[src/rtl/block_lock_rx_if.sv]
// rtl/block_lock_rx_if.sv - sync header stream from the rx gearbox and lock status back
interface block_lock_rx_if #(
    parameter int HEAD_W = 2
);
    logic              valid_i;
    logic [HEAD_W-1:0] head_i;
    logic              slip_o;
    logic              lock_o;
    logic              head_err_o;

    // Gearbox side: presents headers, obeys slip requests
    modport master (
        output valid_i, head_i,
        input  slip_o, lock_o, head_err_o
    );

    // Lock state machine side
    modport slave (
        input  valid_i, head_i,
        output slip_o, lock_o, head_err_o
    );
endinterface

[src/rtl/block_lock_rx.sv]
// rtl/block_lock_rx.sv - 64b/66b style block lock state machine with bit slip control
module block_lock_rx #(
    parameter int HEAD_W      = 2,
    parameter int LOCK_CNT_N  = 64,
    parameter int WINDOW_N    = 1024,
    parameter int INVLD_MAX   = 16,
    parameter int SLIP_WAIT_N = 2
) (
    input  logic          clk,
    input  logic          nreset,
    block_lock_rx_if.slave bus
);

    // sh_cnt has to reach both the lock target and the window length
    localparam int CNT_MAX = (WINDOW_N > LOCK_CNT_N) ? WINDOW_N : LOCK_CNT_N;
    localparam int SH_W    = $clog2(CNT_MAX + 1);
    localparam int INV_W   = (INVLD_MAX > 1) ? $clog2(INVLD_MAX + 1) : 1;
    localparam int WAIT_W  = (SLIP_WAIT_N > 1) ? $clog2(SLIP_WAIT_N) : 1;

    localparam logic [SH_W-1:0]   LOCK_VAL   = SH_W'(LOCK_CNT_N);
    localparam logic [SH_W-1:0]   WINDOW_VAL = SH_W'(WINDOW_N);
    localparam logic [INV_W-1:0]  INVLD_VAL  = INV_W'(INVLD_MAX);
    localparam logic [WAIT_W-1:0] WAIT_LAST  = WAIT_W'(SLIP_WAIT_N - 1);

    localparam logic [HEAD_W-1:0] HEAD_DATA = {{(HEAD_W-1){1'b0}}, 1'b1};
    localparam logic [HEAD_W-1:0] HEAD_CTRL = {1'b1, {(HEAD_W-1){1'b0}}};

    typedef enum logic [1:0] {
        ST_TEST = 2'd0,
        ST_SLIP = 2'd1,
        ST_WAIT = 2'd2
    } state_t;

    state_t             r_state;
    logic [SH_W-1:0]    r_sh_cnt;
    logic [INV_W-1:0]   r_invld_cnt;
    logic [WAIT_W-1:0]  r_wait_cnt;
    logic               r_lock;
    logic               r_slip;
    logic               r_head_err;

    logic               w_accept;
    logic               w_head_ok;
    logic [SH_W-1:0]    w_sh_next;
    logic [INV_W-1:0]   w_invld_next;

    // Headers only count while testing; anything arriving during slip/realign is stale
    assign w_accept     = bus.valid_i && (r_state == ST_TEST);
    assign w_head_ok    = (bus.head_i == HEAD_DATA) || (bus.head_i == HEAD_CTRL);
    assign w_sh_next    = r_sh_cnt + SH_W'(1);
    assign w_invld_next = w_head_ok ? r_invld_cnt : (r_invld_cnt + INV_W'(1));

    assign bus.slip_o     = r_slip;
    assign bus.lock_o     = r_lock;
    assign bus.head_err_o = r_head_err;

    // Lock acquisition/monitoring, slip sequencing and registered status pulses
    always_ff @(posedge clk or negedge nreset) begin
        if (!nreset) begin
            r_state     <= ST_TEST;
            r_sh_cnt    <= '0;
            r_invld_cnt <= '0;
            r_wait_cnt  <= '0;
            r_lock      <= 1'b0;
            r_slip      <= 1'b0;
            r_head_err  <= 1'b0;
        end else begin
            r_slip     <= 1'b0;
            r_head_err <= 1'b0;
            case (r_state)
                ST_TEST: begin
                    if (w_accept) begin
                        r_head_err <= !w_head_ok;
                        if (!r_lock) begin
                            // Any bad header while hunting means the alignment is wrong
                            if (!w_head_ok) begin
                                r_state     <= ST_SLIP;
                                r_slip      <= 1'b1;
                                r_sh_cnt    <= '0;
                                r_invld_cnt <= '0;
                            end else if (w_sh_next == LOCK_VAL) begin
                                r_lock      <= 1'b1;
                                r_sh_cnt    <= '0;
                                r_invld_cnt <= '0;
                            end else begin
                                r_sh_cnt    <= w_sh_next;
                            end
                        end else begin
                            // Invalid limit is checked first so it wins on the window's last header
                            if (w_invld_next == INVLD_VAL) begin
                                r_lock      <= 1'b0;
                                r_state     <= ST_SLIP;
                                r_slip      <= 1'b1;
                                r_sh_cnt    <= '0;
                                r_invld_cnt <= '0;
                            end else if (w_sh_next == WINDOW_VAL) begin
                                r_sh_cnt    <= '0;
                                r_invld_cnt <= '0;
                            end else begin
                                r_sh_cnt    <= w_sh_next;
                                r_invld_cnt <= w_invld_next;
                            end
                        end
                    end
                end
                ST_SLIP: begin
                    r_wait_cnt <= '0;
                    if (SLIP_WAIT_N == 0) begin
                        r_state <= ST_TEST;
                    end else begin
                        r_state <= ST_WAIT;
                    end
                end
                ST_WAIT: begin
                    if (r_wait_cnt == WAIT_LAST) begin
                        r_state    <= ST_TEST;
                        r_wait_cnt <= '0;
                    end else begin
                        r_wait_cnt <= r_wait_cnt + WAIT_W'(1);
                    end
                end
                default: begin
                    r_state <= ST_TEST;
                end
            endcase
        end
    end

endmodule

[src/flat_wrapper.sv]
// flat-port wrapper written by rule: the top's interface ports become plain ports
module block_lock_rx_flat 
#(
    parameter int HEAD_W      = 2,
    parameter int LOCK_CNT_N  = 64,
    parameter int WINDOW_N    = 1024,
    parameter int INVLD_MAX   = 16,
    parameter int SLIP_WAIT_N = 2
)
  (clk, nreset, bus_valid_i, bus_head_i, bus_slip_o, bus_lock_o, bus_head_err_o);
  block_lock_rx_if #(.HEAD_W(HEAD_W)) bus_i ();
  input  logic clk;
  input  logic nreset;
  input wire logic [$bits(bus_i.valid_i)-1:0] bus_valid_i;
  input wire logic [$bits(bus_i.head_i)-1:0] bus_head_i;
  output wire logic [$bits(bus_i.slip_o)-1:0] bus_slip_o;
  output wire logic [$bits(bus_i.lock_o)-1:0] bus_lock_o;
  output wire logic [$bits(bus_i.head_err_o)-1:0] bus_head_err_o;
  assign bus_i.valid_i = bus_valid_i;
  assign bus_i.head_i = bus_head_i;
  assign bus_slip_o = bus_i.slip_o;
  assign bus_lock_o = bus_i.lock_o;
  assign bus_head_err_o = bus_i.head_err_o;
  block_lock_rx #(.HEAD_W(HEAD_W), .LOCK_CNT_N(LOCK_CNT_N), .WINDOW_N(WINDOW_N), .INVLD_MAX(INVLD_MAX), .SLIP_WAIT_N(SLIP_WAIT_N)) u_core (.clk(clk), .nreset(nreset), .bus(bus_i));
endmodule
[config.mk]
export PLATFORM = sky130hd
export DESIGN_NAME = block_lock_rx_flat
export DESIGN_NICKNAME = d
export VERILOG_FILES = /design/src/rtl/block_lock_rx_if.sv /design/src/rtl/block_lock_rx.sv /design/src/flat_wrapper.sv
export SDC_FILE = /design/constraint.sdc
export NUM_CORES = 1
export LEC_CHECK = 0
export CAP_MARGIN = 20
export CORE_MARGIN = 4
export CORE_UTILIZATION = 25
export DETAILED_ROUTE_END_ITERATION = 7
export GPL_ROUTABILITY_DRIVEN = 0
export PLACE_DENSITY = 0.38
export SLEW_MARGIN = 10
export SYNTH_ARGS = -nofsm -noshare
export SYNTH_HDL_FRONTEND = slang
export SYNTH_SLANG_ARGS = --single-unit
[constraint.sdc]
create_clock -name clk -period 2.43 [get_ports clk]
set_clock_uncertainty 0.05 [all_clocks]
set_input_delay 0.3645 -clock clk [delete_from_list [all_inputs] [get_ports clk]]
set_output_delay 0.3645 -clock clk [all_outputs]
set_load 0.02 [all_outputs]
==> metrics.md <==
| Metric | Value |
|---|---|
| Max-slew headroom | 0.618 |
| Worst-Margin Slew | 0.573 ns |
| 1st-iter DRT viols | 68 |
| Clock power frac | 0.218 |
| Top Metal Used | met4 |
| # clock sinks | 22 |
| Synth Register Bits | 22 |
| Syn nets | 175 |
| Max Fclk | 432 MHz |
| CTS Buf Count | 3 |
| Startpoint Class | input pin |
| Post-DR vias/cell | 5.06 |
| Post-synthesis sequential area ratio | 0.364 |
| Initial Utilization | 0.257 |
| Final period utilization | 0.952 |
| Met1 WL | 1910 um |
| Setup-failing EPs final | 0 |
| Post-synthesis cell type count | 52 |
| CTS root buffer | clkbuf_8 |
| Clk pin slew, worst setup/hold paths | 0.09 ns |
| Logic pwr share | 0.433 |
| Syn avg cell area | 9.18 sq um |
| Clock Latency Late Sink | 0.27 ns |
| Final hold vios | 0 |
| H-tree Lvls | 1 |
| Met2 wire length | 1770 um |
| Ys async rst share | 1.00 |
| CORE AREA | 5890 sq um |
| CTS tree | done |
| TNS Setup | 0 ns |
| Layout Nets | 198 |
| Diode count | 0 |
| Maximum VDD drop | 0.383 mV |
| DR WL/cell | 14.5 um |
| Power density over cell area | 865 nW/um^2 |
| Drt pass-1 iters | 4 |
| Post-synthesis cell count | 165 |
| Min Tclk post-route | 2.31 ns |
| Post-route cell area | 1910 sq um |
| Worst EP required | 2.54 ns |
| Most common cell after layout, fill and taps aside | dfrtp_1 |
| Register area | 551 sq um |
| Multi-input gate area | 978 sq um |
| IO Port Bufs | 7 |
| I/O pin count | 8 |
| Worst-case clock buffer depth | 2 |
| Leak | 0.000773 uW |
| Reg2reg start | u_core.r_invld_cnt[0] |
| Leading register cell type out of synthesis | dfrtp_1 |
| Most frequent cells in the layout | dfrtp_1, buf_4, nor2_1 |
| Placed Area | 1770 sq um |
| Metal3 WL | 100 um |
| Horiz. Die Dim | 85.8 um |
| Total power | 1650 uW |
| Sw frac | 0.387 |
| Int Pwr | 1010 uW |
| Number of max-slew violations in the final report | 0 |
| Hold crit path type | in2async |
| Row count | 28 |
| Die Y | 85.8 um |
| Global-route wire length before repair | 6610 um |
| FILL cells | 615 |
| Grt ovf | 0 |
| Crit path DAT | 2.42 ns |
| Max-capacitance violation count | 0 |
| Detail Route Antenna Nets | 0 |
| Setup bufs post-CTS | 0 |
| Die Area | 7370 sq um |
| Drt total wl | 3810 um |
| CP Class | in2reg |
| CTS Hold Bufs | 0 |
| RSZ-0062 raised after global routing | no |
| Post-DP HPWL | 2840 um |
| Fin util | 0.324 |
| Worst setup EP type | register |
| CP Max Fanout | 7 |
| Yosys warns | 0 |
| Largest net degree at the start of global routing | 23 |
| Vias in the first global route | 1,313 |
| Area delta synth->final | 26.1% |
| Post-synth EDFFs | 0 |
| All-Layer GR Usage | 0.114 |
| Sequential fraction of design power | 0.349 |
| Residual DRC | 0 |
| Vias | 1,325 |
| Outcome | finished, final reports clean |
| Layout cell share with drive strength beyond 1 | 0.241 |
| Initial antenna violation count | 0 |
| Post-Syn Area | 1510 sq um |
| Switching power total | 640 uW |
| Worst Setup SP | bus_head_i[0] |
-- synthesized netlist by cell type (all sizes together) (2+ instances only) --
cell type,n,share of area
and2,5,0.021
o21a,2,0.0099
mux2,2,0.017
a31oi,2,0.0083
a21oi,6,0.022
a41oi,2,0.012
xor2,2,0.012
nor2,15,0.037
o21ai,12,0.040
xnor2,2,0.012
a211o,3,0.023
inv,6,0.015
clkbuf,4,0.0099
a211oi,2,0.013
ha,5,0.041
a32o,2,0.013
o211a,3,0.020
nand2b,2,0.0083
mux2i,3,0.020
nand3,12,0.051
o211ai,3,0.015
nand2,13,0.034
nor4,5,0.025
nor3b,3,0.025
or3,2,0.0083
nor3,5,0.017
and3,3,0.012
or2,2,0.0083
dfrtp,22,0.36
nor2b,2,0.0083
-- final timing paths --
kind,to,slack [ns],cells after the start
max,u_core.r_sh_cnt[3],0.12,8
min in group clk,u_core.r_wait_cnt,0.47,1
min reg2reg,u_core.r_wait_cnt,0.47,1
max reg2reg,u_core.r_sh_cnt[3],0.12,7
min,u_core.r_invld_cnt[4],0.40,2
max in group asynchronous,u_core.r_sh_cnt[7],1.68,2
-- critical path, cell delays in order --
cell,delay (ns)
clkdlybuf4s50_1,0.47
xor2_2,0.21
buf_4,0.17
o21ai_0,0.18
o311ai_2,0.20
a32o_2,0.32
a211o_4,0.35
nor3b_2,0.16
-- final cells by class --
class / count / share of cell area
clock buffer: 3 / 0.0216
clock inverter: 1 / 0.0157
inverter: 6 / 0.0118
multi-input combinational: 132 / 0.512
sequential: 22 / 0.288
tap: 75 / 0.0491
timing repair buffer: 23 / 0.101
-- kinds of logic (layout without fill, tap and decap cells) --
family | count (synthesis) | in the layout | share of synthesized area
multiplexers | 5 | 5 | 0.0372
buffers and inverters | 11 | 33 | 0.0322
flip-flops | 22 | 22 | 0.364
XOR/XNOR | 4 | 4 | 0.0231
AO/OA/AOI/OAI | 47 | 47 | 0.236
adder cells (fa/ha/maj) | 5 | 5 | 0.0413
AND/OR/NAND/NOR | 71 | 71 | 0.266
-- metrics by stage --
stage	cells	hold slack (ns)	worst slack (ns)
after floorplan	165	0.0189	0.330
after CTS	262	0.418	0.118
after global placement	258	0.447	-0.179
final	262	0.402	0.117
after detailed placement	258	0.455	-0.184
after global routing	262	0.429	0.00424
-- layer usage --
layer,up-vias,track usage
met3,2,0.0192
met2,14,0.175
met5,-,0
met4,0,0.0345
li1,669,-
met1,640,0.162
-- sequential cells by signal, indices dropped and copies added (netlist names) --
signal and flops:
u_core.r_invld_cnt 5, u_core.bus.head_err_o 1, u_core.r_wait_cnt 1, u_core.r_state 2
u_core.r_sh_cnt 11, u_core.bus.lock_o 1, u_core.bus.slip_o 1
-- what timing repair did --
item / in CTS / in global routing
gates resized for setup: 0 / 12
endpoints found under the hold margin: 0 / 0
endpoints found under the setup margin: 0 / 9
-- power by group through the flow --
stage / combinational [uW] / clock [uW] / sequential, uW
6_report: 715 / 360 / 577
3_5_place_dp: 677 / 0 / 575
2_1_floorplan: 456 / 0 / 560
4_1_cts: 677 / 376 / 569
3_3_place_gp: 675 / 0 / 574
5_1_grt: 802 / 393 / 595
Power figures use the tool's default switching activity.
